## config.mk

```make
export PLATFORM = sky130hd
export DESIGN_NAME = param_updown_counter
export DESIGN_NICKNAME = d
export VERILOG_FILES = /design/src/rtl/param_updown_counter.sv
export SDC_FILE = /design/constraint.sdc
export NUM_CORES = 1
export LEC_CHECK = 0
export CAP_MARGIN = 0
export CORE_MARGIN = 1.5
export CORE_UTILIZATION = 54
export DETAILED_ROUTE_END_ITERATION = 6
export PLACE_DENSITY = 0.81
export SLEW_MARGIN = 10
export SYNTH_ARGS = -nofsm -noshare
export SYNTH_HDL_FRONTEND = slang
export SYNTH_SLANG_ARGS = --single-unit
```

## constraint.sdc

```tcl
create_clock -name clk -period 8.1 [get_ports clk]
set_input_delay 1.62 -clock clk [delete_from_list [all_inputs] [get_ports clk]]
set_output_delay 1.62 -clock clk [all_outputs]
set_load 0.01 [all_outputs]
```

## src/rtl/param_updown_counter.sv

```systemverilog
// Parameterised up/down counter with run-time bounds, step and mode
// (wrap-up, wrap-down, bounce, hold), plus parallel load, terminal count and bound error.
module param_updown_counter #(
  parameter int               WIDTH   = 4,
  parameter logic [WIDTH-1:0] RST_VAL = '0
) (
  input  logic             clk,
  input  logic             rst,
  input  logic             en,
  input  logic             ld,
  input  logic [WIDTH-1:0] ld_val,
  input  logic             ld_dir,
  input  logic [1:0]       mode,
  input  logic [WIDTH-1:0] lo,
  input  logic [WIDTH-1:0] hi,
  input  logic [WIDTH-1:0] step,
  output logic [WIDTH-1:0] cnt,
  output logic             dir,
  output logic             tc,
  output logic             err
);

  localparam logic [1:0] MODE_WRAP_UP = 2'b00;
  localparam logic [1:0] MODE_WRAP_DN = 2'b01;
  localparam logic [1:0] MODE_BOUNCE  = 2'b10;
  localparam logic [1:0] MODE_HOLD    = 2'b11;

  logic [WIDTH-1:0] cnt_q, cnt_d;
  logic             dir_q, dir_d;
  logic             tc_q, tc_d;

  // One extra bit on both sums so a step past the top of the range saturates
  // at the bound instead of wrapping silently.
  logic [WIDTH:0]   up_sum;
  logic [WIDTH:0]   lo_sum;
  logic [WIDTH-1:0] up_nxt;
  logic [WIDTH-1:0] dn_nxt;
  logic [WIDTH-1:0] bnc_nxt;
  logic             step_ok;

  assign err     = (lo > hi);
  assign up_sum  = {1'b0, cnt_q} + {1'b0, step};
  assign lo_sum  = {1'b0, lo} + {1'b0, step};
  assign up_nxt  = (up_sum > {1'b0, hi}) ? hi : up_sum[WIDTH-1:0];
  assign dn_nxt  = ({1'b0, cnt_q} < lo_sum) ? lo : (cnt_q - step);
  assign bnc_nxt = dir_q ? dn_nxt : up_nxt;
  assign step_ok = en && !err && (mode != MODE_HOLD);

  always_comb begin
    cnt_d = cnt_q;
    dir_d = dir_q;
    tc_d  = 1'b0;
    if (ld) begin
      cnt_d = ld_val;
      dir_d = ld_dir;
    end else if (step_ok) begin
      // An out-of-range count is pulled back to the nearest bound first;
      // that cycle is spent on the clamp alone.
      if (cnt_q < lo) begin
        cnt_d = lo;
      end else if (cnt_q > hi) begin
        cnt_d = hi;
      end else if (step == '0) begin
        if (mode == MODE_WRAP_UP) dir_d = 1'b0;
        if (mode == MODE_WRAP_DN) dir_d = 1'b1;
      end else begin
        case (mode)
          MODE_WRAP_UP: begin
            dir_d = 1'b0;
            if (cnt_q == hi) begin
              cnt_d = lo;
            end else begin
              cnt_d = up_nxt;
              tc_d  = (up_nxt == hi);
            end
          end
          MODE_WRAP_DN: begin
            dir_d = 1'b1;
            if (cnt_q == lo) begin
              cnt_d = hi;
            end else begin
              cnt_d = dn_nxt;
              tc_d  = (dn_nxt == lo);
            end
          end
          MODE_BOUNCE: begin
            // Reaching the bound of travel turns around in the same cycle;
            // with lo==hi this toggles dir and pulses tc on every step.
            cnt_d = bnc_nxt;
            if (dir_q ? (bnc_nxt == lo) : (bnc_nxt == hi)) begin
              dir_d = ~dir_q;
              tc_d  = 1'b1;
            end
          end
          default: begin
            cnt_d = cnt_q;
          end
        endcase
      end
    end
  end

  always_ff @(posedge clk) begin
    if (rst) begin
      cnt_q <= RST_VAL;
      dir_q <= 1'b0;
      tc_q  <= 1'b0;
    end else begin
      cnt_q <= cnt_d;
      dir_q <= dir_d;
      tc_q  <= tc_d;
    end
  end

  assign cnt = cnt_q;
  assign dir = dir_q;
  assign tc  = tc_q;

endmodule
```

==> out/results.txt <==
HPWL after DPL = 3.98 mm
DRC violations left = 0
1st-iter DRT viols = 91
Initial Util = 58.1%
Syn avg cell area = 7.76 um2
Worst Hold Class = flop to flop
Fraction of layout cells with a size suffix above 1 = 5.02%
Post-Synth Adder-Cell Area = 26.7%
Post-CTS Setup Bufs = 0
Fmax = 188 MHz
Pin count of the biggest net entering global routing = 16
CP max stage delay = 0.73 ns
Die Ht = 61 um
Post-CTS Resized = 0
Compound-Gate Fraction of Synth Area = 26.4%
Initial DRT Pass Iterations = 4
CP max FO = 8
R2R depth = 12
Overflow after GRT = 0
CTS max path bufs = 2
Crit-path leading delay family = buffers and inverters
Port buffer count = 29
Synth Area in XOR/XNOR = 7.44%
CP endpoint kind = primary output
Crit path time final = 5.32 ns
Synthesis-to-layout area growth = 18.4%
CORE AREA = 3130 um2
Gr usage total = 29.1%
Min Hold Slack = 0.598 ns
Pwr dens = 134 nW/um2
Outcome = finished, final reports clean
Main combinational cell family by area after synthesis = adder cells
Period utilization = 65.7%
Hold Crit Depth = 2
CTS root buf = clkbuf_4
Seq/Total Area, Yosys = 6.61%
Bufs and invs on worst path = 2
CP Depth = 6
Share of flip-flops with an asynchronous set or reset = 0%
Max-slew violations = 0
CP arrival = 3.70 ns
CTS buffer count = 3
Simple-Gate Fraction of Synth Area = 20.9%
Die area = 3720 um2
Slew headroom = 56.7%
Worst Tran Pin Value = 0.644 ns
EDFF count, synth = 0
Diode count = 0
Vias in the first global route = 1794
Final layout net count = 321
Core Rows = 20
Setup Skew = 0.00151 ns
Top cell by count, worst path = clkdlybuf4s50_1
Main synth FF type = dfxtp_1
Flops & latches, synth = 6
Setup Crit Path Kind = primary input to primary output
Antenna viol nets, final = 0
Leakage power = 0.913 nW
Hold-fix buffers at CTS = 0
Final hold violations = 0
CTS HTree Levels = 1
Drt wl/cell = 16.4 um
Initial antenna violation count = 0
Critical Path RT = 6.48 ns
Sink Count = 6
MaxCap Viol Count = 0
Synth warn = 0
Ports = 30
Die W = 61 um
Drt via density = 6.13
Post-Syn Nets = 294
GPL Wtd Cong = 0.998
Post-Syn Area = 1820 um2
Worst path cell trace = clkdlybuf4s50_1 -> ha_1 -> nor2b_1 -> o31ai_1 -> a21boi_0 -> clkdlybuf4s50_1
Vias = 1856
Clk slew on worst S/H paths = 0.05 ns
FF+latch area = 120 um2
Final setup fails = 0
Area occupied by multi-input gates = 1570 um2
VDD IR max = 0.0000842 V
First-pass GRT wire length = 8.17 mm
Worst-Skew Late Latency = 0.24 ns
Startpoint type of the worst setup path = primary input
Synth cell types = 54
CTS tree = yes
Setup_tns = 0 ns
Syn Inst Count = 234
Total Routed Length = 4.97 mm
Crit-path slowest cell = clkdlybuf4s50_1
RSZ-0062 raised after global routing = false
Filler instances = 291
Post-synthesis mux area share = 5.10%
[cell type report]
cell class | count | share of cell area (%)
clock buffer | 3 | 1.05
inverter | 24 | 4.19
multi-input combinational | 197 | 73.1
sequential | 6 | 5.58
tap | 44 | 2.56
timing repair buffer | 29 | 13.5
[through the flow]
step	std cells	cell area (um2)	utilization [%]	total power, W	worst slack, ns
global route	303	2150	68.8	0.000312	2.66
global placement	300	2130	68.0	0.000252	2.86
detailed placement	300	2130	68.0	0.000256	2.76
finish	303	2150	68.8	0.000287	2.78
CTS	303	2150	68.8	0.000284	2.78
floorplan	234	1820	-	0.000196	3.65
[power breakdown]
part | internal (W) | total, W | switching [W]
Clock | 0.0000168 | 0.0000277 | 0.0000109
Combinational | 0.0000979 | 0.000220 | 0.000122
Sequential | 0.0000327 | 0.0000402 | 0.00000753
[flip-flops by register name (all words and copies together), names as in the netlist]
name  count
cnt       4
tc        1
dir       1
[Yosys cell counts (all sizes together) (2+ instances only)]
master	count	area, um2
o2111ai	2	17.5
a31oi	4	25.0
mux2	2	22.5
nor3	7	45.0
o31ai	3	22.5
a21o	2	15.0
fa	3	60.1
nand2b	2	12.5
o21a	5	37.5
ha	34	425
nor4b	2	17.5
a211oi	7	52.6
nand4	6	37.5
clkbuf	6	22.5
o21ai	11	58.8
nor2b	4	25.0
nor4	2	12.5
nand3	6	30.0
a21oi	13	65.1
o311ai	2	17.5
mux2i	7	70.1
xnor2	11	96.3
nor2	14	52.6
o311a	2	20.0
a2111oi	3	32.5
o211ai	3	22.5
nand2	17	63.8
o22ai	2	12.5
dfxtp	6	120
inv	24	90.1
and4	3	26.3
[worst reg2reg max path: stages (launching register included)]
cell,delay (ns)
dfxtp_1,0.40
ha_1,0.49
and2b_1,0.22
nor3_1,0.25
xnor2_1,0.19
ha_1,0.28
nand4_1,0.09
o21ai_0,0.12
o21ai_2,0.27
nor4_1,0.10
or4b_4,0.53
a2111oi_0,0.39
o21ai_1,0.12
[worst paths after layout]
path | end | slack (ns) | start
worst max register to register | dir$_SDFFE_PP0P_ | 4.55 | cnt[2]$_SDFFE_PP0P_
worst min register to register | cnt[0]$_SDFFE_PP0P_ | 0.60 | cnt[0]$_SDFFE_PP0P_
worst max-delay path | err | 2.78 | lo[1]
worst min-delay path | cnt[0]$_SDFFE_PP0P_ | 0.60 | cnt[0]$_SDFFE_PP0P_
[layer usage]
metal	share of wire, %	vias up	track usage (%)
met3	6.6	6	3.84
met2	46	62	48.7
met5	0	-	0
li1	-	929	-
met4	1.3	0	9.32
met1	46	859	38.7
[cells by family after synthesis]
| logic type | Yosys count |
|---|---|
| AO/OA/AOI/OAI | 68 |
| AND/OR/NAND/NOR | 70 |
| XOR/XNOR | 13 |
| buffers and inverters | 31 |
| flip-flops | 6 |
| multiplexers | 9 |
| adder cells (fa/ha/maj) | 37 |
[cells in the final DEF, fill, tap and decap left out, types with 4 or more instances in the layout]
cell / netlist / routed
ha_1: 34 / 34
clkdlybuf4s50_1: 0 / 29
inv_1: 24 / 24
nand2_1: 17 / 17
nor2_1: 14 / 14
a21oi_1: 13 / 13
xnor2_1: 11 / 11
o21ai_0: 9 / 9
a211oi_1: 7 / 7
mux2i_1: 7 / 7
nand4_1: 6 / 6
nand3_1: 6 / 6
dfxtp_1: 6 / 6
nor3_1: 5 / 5
o21a_1: 5 / 5
nor2b_1: 4 / 4
a31oi_1: 4 / 4
(Power assumes the default switching activity.)
